**config.mk**
```make
export PLATFORM = sky130hd
export DESIGN_NAME = apb_irq_aggregator_flat
export DESIGN_NICKNAME = d
export VERILOG_FILES = /design/src/rtl/apb_irq_aggregator_pkg.sv /design/src/rtl/apb_irq_aggregator_if.sv /design/src/rtl/apb_irq_aggregator_cell.sv /design/src/rtl/apb_irq_aggregator.sv /design/src/flat_wrapper.sv
export SDC_FILE = /design/constraint.sdc
export NUM_CORES = 1
export LEC_CHECK = 0
export CAP_MARGIN = 20
export CORE_ASPECT_RATIO = 1.1
export CORE_MARGIN = 2
export CORE_UTILIZATION = 39
export DETAILED_ROUTE_END_ITERATION = 10
export HOLD_SLACK_MARGIN = 0.03
export MAX_ROUTING_LAYER = met4
export PLACE_DENSITY = 0.76
export SLEW_MARGIN = 15
export SYNTH_ARGS = -nofsm -noshare
export SYNTH_HDL_FRONTEND = slang
export SYNTH_SLANG_ARGS = --single-unit
```
**constraint.sdc**
```tcl
create_clock -name PCLK -period 1.35 [get_ports PCLK]
set_input_delay 0.27 -clock PCLK [delete_from_list [all_inputs] [get_ports PCLK]]
set_output_delay 0.27 -clock PCLK [all_outputs]
set_load 0.01 [all_outputs]
```
**src/rtl/apb_irq_aggregator_pkg.sv**
```systemverilog
// Shared constants and helpers for the APB interrupt aggregator.
package apb_irq_pkg;

  // Register word offsets (PADDR[4:2])
  localparam logic [2:0] REG_RAW     = 3'd0;
  localparam logic [2:0] REG_PENDING = 3'd1;
  localparam logic [2:0] REG_ENABLE  = 3'd2;
  localparam logic [2:0] REG_MODE    = 3'd3;
  localparam logic [2:0] REG_HIGHEST = 3'd4;

  // Source id width and position of the valid flag in HIGHEST
  localparam int ID_W              = 4;
  localparam int HIGHEST_VALID_BIT = 31;

  // Lowest set index wins; returns {valid, id}, all zero when nothing is set.
  function automatic logic [ID_W:0] priority_enc(input logic [15:0] vec);
    logic [ID_W:0] res;
    res = '0;
    for (int i = 15; i >= 0; i--) begin
      if (vec[i]) begin
        res = {1'b1, ID_W'(i)};
      end
    end
    return res;
  endfunction

endpackage

```
**src/rtl/apb_irq_aggregator_if.sv**
```systemverilog
// APB slave bus bundle for the interrupt aggregator (PADDR is the word address [4:2]).
interface apb_irq_aggregator_if;
  logic        PSEL;
  logic        PENABLE;
  logic        PWRITE;
  logic [4:2]  PADDR;
  logic [31:0] PWDATA;
  logic [31:0] PRDATA;

  modport master (
    output PSEL, PENABLE, PWRITE, PADDR, PWDATA,
    input  PRDATA
  );

  modport slave (
    input  PSEL, PENABLE, PWRITE, PADDR, PWDATA,
    output PRDATA
  );
endinterface

```
**src/rtl/apb_irq_aggregator_cell.sv**
```systemverilog
// One interrupt line: rising-edge detector plus the pending bit.
// Level mode mirrors the normalised input with one cycle of lag; edge mode
// latches rises and is cleared by W1C, with a simultaneous rise winning.
module irq_pending_cell (
  input  logic PCLK,
  input  logic PRESET,
  input  logic i_n,
  input  logic i_mode,
  input  logic i_w1c,
  output logic o_pending
);

  logic r_prev;
  logic r_mode_d;
  logic r_pending;
  logic w_rise;
  logic w_pending_nxt;

  assign w_rise = i_n & ~r_prev;

  // Next pending value; the first edge-mode cycle after a level->edge switch clears the bit
  always_comb begin
    w_pending_nxt = r_pending;
    if (!i_mode) begin
      w_pending_nxt = i_n;
    end else if (!r_mode_d) begin
      w_pending_nxt = 1'b0;
    end else begin
      w_pending_nxt = (r_pending & ~i_w1c) | w_rise;
    end
  end

  // Edge history, mode history and pending state
  always_ff @(posedge PCLK) begin
    if (PRESET) begin
      r_prev    <= 1'b0;
      r_mode_d  <= 1'b0;
      r_pending <= 1'b0;
    end else begin
      r_prev    <= i_n;
      r_mode_d  <= i_mode;
      r_pending <= w_pending_nxt;
    end
  end

  assign o_pending = r_pending;

endmodule

```
**src/rtl/apb_irq_aggregator.sv**
```systemverilog
// APB interrupt aggregator: polarity normalisation, per-line capture,
// masking, lowest-index priority report and a registered CPU interrupt.
module apb_irq_aggregator
  import apb_irq_pkg::*;
#(
  parameter int                 NUM_IRQ     = 8,
  parameter logic [NUM_IRQ-1:0] IN_ACTIVEH  = '1,
  parameter bit                 IRQ_ACTIVEH = 1'b1
) (
  input  logic                 PCLK,
  input  logic                 PRESET,
  apb_irq_aggregator_if.slave  apb,
  input  logic [NUM_IRQ-1:0]   IRQ_IN,
  output logic                 IRQ
);

  logic [NUM_IRQ-1:0] w_n;
  logic [NUM_IRQ-1:0] w_pending;
  logic [NUM_IRQ-1:0] w_w1c;
  logic [NUM_IRQ-1:0] w_pe;
  logic [NUM_IRQ-1:0] r_enable;
  logic [NUM_IRQ-1:0] r_mode;
  logic               w_wr;
  logic [ID_W:0]      w_highest;
  logic [31:0]        w_rdata;
  logic               r_irq;
  logic               w_unused;

  // Inputs are already PCLK-synchronous; 1 = asserted after this
  assign w_n   = IRQ_IN ~^ IN_ACTIVEH;
  assign w_wr  = apb.PSEL & apb.PENABLE & apb.PWRITE;
  assign w_w1c = (w_wr && (apb.PADDR == REG_PENDING)) ? apb.PWDATA[NUM_IRQ-1:0] : '0;

  // Upper write-data bits have no storage behind them
  assign w_unused = ^apb.PWDATA;

  for (genvar g = 0; g < NUM_IRQ; g++) begin : g_cell
    irq_pending_cell u_cell (
      .PCLK      (PCLK),
      .PRESET    (PRESET),
      .i_n       (w_n[g]),
      .i_mode    (r_mode[g]),
      .i_w1c     (w_w1c[g]),
      .o_pending (w_pending[g])
    );
  end

  assign w_pe      = w_pending & r_enable;
  assign w_highest = priority_enc(16'(w_pe));

  // ENABLE and MODE control registers
  always_ff @(posedge PCLK) begin
    if (PRESET) begin
      r_enable <= '0;
      r_mode   <= '0;
    end else begin
      if (w_wr && (apb.PADDR == REG_ENABLE)) begin
        r_enable <= apb.PWDATA[NUM_IRQ-1:0];
      end
      if (w_wr && (apb.PADDR == REG_MODE)) begin
        r_mode <= apb.PWDATA[NUM_IRQ-1:0];
      end
    end
  end

  // Registered CPU interrupt with output polarity applied
  always_ff @(posedge PCLK) begin
    if (PRESET) begin
      r_irq <= ~IRQ_ACTIVEH;
    end else begin
      r_irq <= (|w_pe) ~^ IRQ_ACTIVEH;
    end
  end

  assign IRQ = r_irq;

  // Combinational read mux; bus reads zero whenever no read is in progress
  always_comb begin
    w_rdata = 32'h0;
    if (apb.PSEL && !apb.PWRITE) begin
      case (apb.PADDR)
        REG_RAW:     w_rdata = 32'(w_n);
        REG_PENDING: w_rdata = 32'(w_pending);
        REG_ENABLE:  w_rdata = 32'(r_enable);
        REG_MODE:    w_rdata = 32'(r_mode);
        REG_HIGHEST: w_rdata = {w_highest[ID_W], {(HIGHEST_VALID_BIT-ID_W){1'b0}},
                                w_highest[ID_W-1:0]};
        default:     w_rdata = 32'h0;
      endcase
    end else begin
      w_rdata = 32'h0;
    end
  end

  assign apb.PRDATA = w_rdata;

endmodule

```
**src/flat_wrapper.sv**
```systemverilog
// flat-port wrapper written by rule: the top's interface ports become plain ports
module apb_irq_aggregator_flat import apb_irq_pkg::*;
#(
  parameter int                 NUM_IRQ     = 8,
  parameter logic [NUM_IRQ-1:0] IN_ACTIVEH  = '1,
  parameter bit                 IRQ_ACTIVEH = 1'b1
)
  (PCLK, PRESET, IRQ_IN, IRQ, apb_PSEL, apb_PENABLE, apb_PWRITE, apb_PADDR, apb_PWDATA, apb_PRDATA);
  apb_irq_aggregator_if apb_i ();
  input  logic PCLK;
  input  logic PRESET;
  input  logic [NUM_IRQ-1:0] IRQ_IN;
  output logic IRQ;
  input wire logic [$bits(apb_i.PSEL)-1:0] apb_PSEL;
  input wire logic [$bits(apb_i.PENABLE)-1:0] apb_PENABLE;
  input wire logic [$bits(apb_i.PWRITE)-1:0] apb_PWRITE;
  input wire logic [$bits(apb_i.PADDR)-1:0] apb_PADDR;
  input wire logic [$bits(apb_i.PWDATA)-1:0] apb_PWDATA;
  output wire logic [$bits(apb_i.PRDATA)-1:0] apb_PRDATA;
  assign apb_i.PSEL = apb_PSEL;
  assign apb_i.PENABLE = apb_PENABLE;
  assign apb_i.PWRITE = apb_PWRITE;
  assign apb_i.PADDR = apb_PADDR;
  assign apb_i.PWDATA = apb_PWDATA;
  assign apb_PRDATA = apb_i.PRDATA;
  apb_irq_aggregator #(.NUM_IRQ(NUM_IRQ), .IN_ACTIVEH(IN_ACTIVEH), .IRQ_ACTIVEH(IRQ_ACTIVEH)) u_core (.PCLK(PCLK), .PRESET(PRESET), .apb(apb_i), .IRQ_IN(IRQ_IN), .IRQ(IRQ));
endmodule
```
==> flow_metrics.py <==
metrics = {
    "final_layout": {
        "drive_gt1_frac": 0.3609,
        "n_fill_cell": 441,
        "antenna_cells": 0,
        "nets": 351,
        "fin_util": 0.5737,
        "final_cells": 360,
        "area_delta_synth_final_pct": 41.60,
    },
    "clock_network": {
        "h-tree-depth": 2,
        "path_clk_slew_ns": 0.07,
        "ctsHoldBuffers": 0,
        "root_buffer": "clkbuf_8",
        "cts_tree": "built",
        "cts_sinks": 41,
        "clock_latency_ns": 0.29,
        "clock_path_buffers": 2,
        "cts_buffers": 5,
    },
    "yosys": {
        "yosys-top-cells-count": "dfxtp_1, buf_4",
        "synth_async_sr_flop_share": 0,
        "synth_area_per_cell_um2": 9.270,
        "yosys.area.top_type_share": 0.4025,
        "synth_cell_types": 33,
        "synth-edff-count": 0,
        "synth-seq-area-share": 0.4025,
        "ys_warn_count": 0,
        "synthTopCellsByArea": "dfxtp_1, buf_4, mux2i_1",
        "netlist_area_mm2": 0.002039,
        "synth_top_area_cell": "dfxtp_1",
        "syn_inst": 220,
        "yosysMostFrequentCell": "dfxtp_1",
        "ys_seq_elements": 41,
        "synthFlopType": "dfxtp_1",
    },
    "power_and_ir_drop": {
        "switchingPower_uw": 589.4,
        "pwr-share-seq": 0.535,
        "p_int_mw": 1.767,
        "swShare": 0.2501,
        "p_clk_frac": 0.314,
        "power.density_mw_per_mm2": 816.1,
        "power_frac_comb": 0.151,
        "p_leak_nw": 1.266,
        "ir_drop_uv": 426.0,
    },
    "global_route": {
        "antenna_found_initial": 0,
        "overflow": 0,
        "grt_pass1_wl_um": 8169,
        "grt_use_total": 0.1883,
        "grt_max_degree": 26,
        "grt_pass1_vias": 1728,
    },
    "floorplanning": {
        "rows": 27,
        "die_area_mm2": 0.005825,
        "fp.dieW_um": 72.95,
        "num_io_pins": 81,
        "start_util": 0.4052,
        "core-area_mm2": 0.005034,
        "fp.dieH_um": 79.85,
    },
    "timing": {
        "finalHoldViolCount": 0,
        "fmax_ghz": 0.5722,
        "post-route-period-util": 1.295,
        "rsz0062_at_grt": "true",
        "setup_viol": 9,
        "finalWorstSetupSlack_ns": -0.3978,
        "drv_slew": 0,
        "hold_slack_ns": 0.3107,
        "period_minus_slack_ns": 1.748,
        "finClkSkew_ns": 0.007080,
        "finalSetupTns_ns": -2.738,
    },
    "setup_path": {
        "path_class": "input pin to output pin",
        "start_kind": "input pin",
        "regToRegSetupSlack_ns": 0.27,
        "end_kind": "output pin",
        "crit_fanout": 2,
        "arrival_ns": 1.48,
        "critical_path_required_ns": 1.08,
    },
    "place": {
        "portBuffers": 33,
        "dp_hpwl_um": 3749,
        "dp.cells": 346,
        "gp_congestion": 0.8736,
    },
    "status": {
        "violations": "negative setup slack",
        "status": "finished, violations left",
    },
    "routing": {
        "drt-initial-drc-count": 132,
        "wl_per_cell_um": 14.37,
        "first_pass_iters": 4,
        "vias": 1840,
        "viasPerCell": 5.111,
        "ant_nets": 0,
        "drc_errors": 0,
        "drt_wl_total_um": 5174,
    },
    "run": {
        "drv_cap": 0,
    },
    "min_path": {
        "hp-class": "input pin to flip-flop",
    },
}
[area by class of cell]
type,count,area [µm²],area share
clock buffers,5,68.82,0.02383
well taps,58,72.57,0.02513
multi-input cells,163,1167,0.4042
repair buffers,83,694.4,0.2405
clock inverters,1,5.005,0.001733
inverters,9,33.78,0.01170
flip-flops and latches,41,845.8,0.2929
[power by group through the flow]
stage | Clock, mW | Sequential (mW) | Combinational (mW)
3_5_place_dp | 0 | 1.29 | 0.337
4_1_cts | 0.751 | 1.26 | 0.358
6_report | 0.739 | 1.26 | 0.356
3_3_place_gp | 0 | 1.29 | 0.331
2_1_floorplan | 0 | 1.28 | 0.200
5_1_grt | 0.809 | 1.26 | 0.384
[kinds of logic after synthesis]
logic type	share of synthesized area
buffers and inverters	0.1166
AOI/OAI and AO/OA	0.1546
DFF	0.4025
muxes	0.1337
other	0.001839
and+or+nand+nor	0.1908
[layout by cell type, fill, tap and decap left out, drive strengths merged]
master	instances
a21o	8
a21oi	15
a22o	1
a22oi	3
a31oi	1
a32o	2
a32oi	1
buf	62
clkbuf	5
clkdlybuf4s50	12
clkinv	1
conb	23
dfxtp	41
dlygate4sd2	8
dlymetal6s2s	1
inv	9
mux2i	16
mux4	5
nand2	13
nand2b	2
nand3	9
nand3b	2
nand4	2
nor2	18
nor2b	16
nor3	2
nor3b	2
nor4bb	1
o21ai	16
o22a	3
o31ai	1
or2	1
[stage by stage]
stage	instance area (µm²)	setup slack, ns	total power [mW]
after floorplan	2170	-0.01923	1.481
after global placement	2696	-1.068	1.616
after detailed placement	2696	-1.042	1.623
after CTS	2868	-0.3880	2.368
after global routing	2888	-0.4416	2.457
final	2888	-0.3978	2.357
[layer usage]
| layer | routed length [µm] | share of wire | track usage | vias to the layer above |
|---|---|---|---|---|
| met5 | 0 | 0 | - | - |
| met4 | 68 | 0.013 | 0.06296 | 0 |
| met3 | 238 | 0.046 | 0.04293 | 8 |
| met2 | 2504 | 0.48 | 0.3045 | 64 |
| met1 | 2362 | 0.46 | 0.2311 | 875 |
| li1 | - | - | - | 893 |
[sequential cells by signal, indices dropped and copies added (netlist names)]
| signal | flops |
|---|---|
| u_core.g_cell.u_cell.o_pending | 8 |
| u_core.g_cell.u_cell.r_mode_d | 8 |
| u_core.r_enable | 8 |
| u_core.r_mode | 8 |
| u_core.g_cell.u_cell.r_prev | 8 |
| u_core.IRQ | 1 |
[worst max-delay path, stage by stage]
cell	delay, ns
clkdlybuf4s50_1	0.45
mux4_2	0.48
nand2_1	0.07
a21oi_1	0.06
buf_2	0.14
[worst paths after layout]
| kind | cells after the start | end | start |
|---|---|---|---|
| setup / recovery | 5 | apb_PRDATA[2] | IRQ_IN[2] |
| hold / removal | 2 | u_core.g_cell[3].u_cell.r_prev | IRQ_IN[3] |
| setup reg to reg | 4 | u_core.IRQ | u_core.g_cell[3].u_cell.o_pending |
| hold reg to reg | 2 | u_core.r_enable[6] | u_core.r_enable[6] |
[what timing repair did]
item	in CTS	in global routing
setup endpoints to repair	34	19
endpoints found under the hold margin	0	0
gates resized for setup	89	11
pin swaps	16	6
buffers inserted	9	0
No activity file was read; power rests on OpenSTA's default activity.
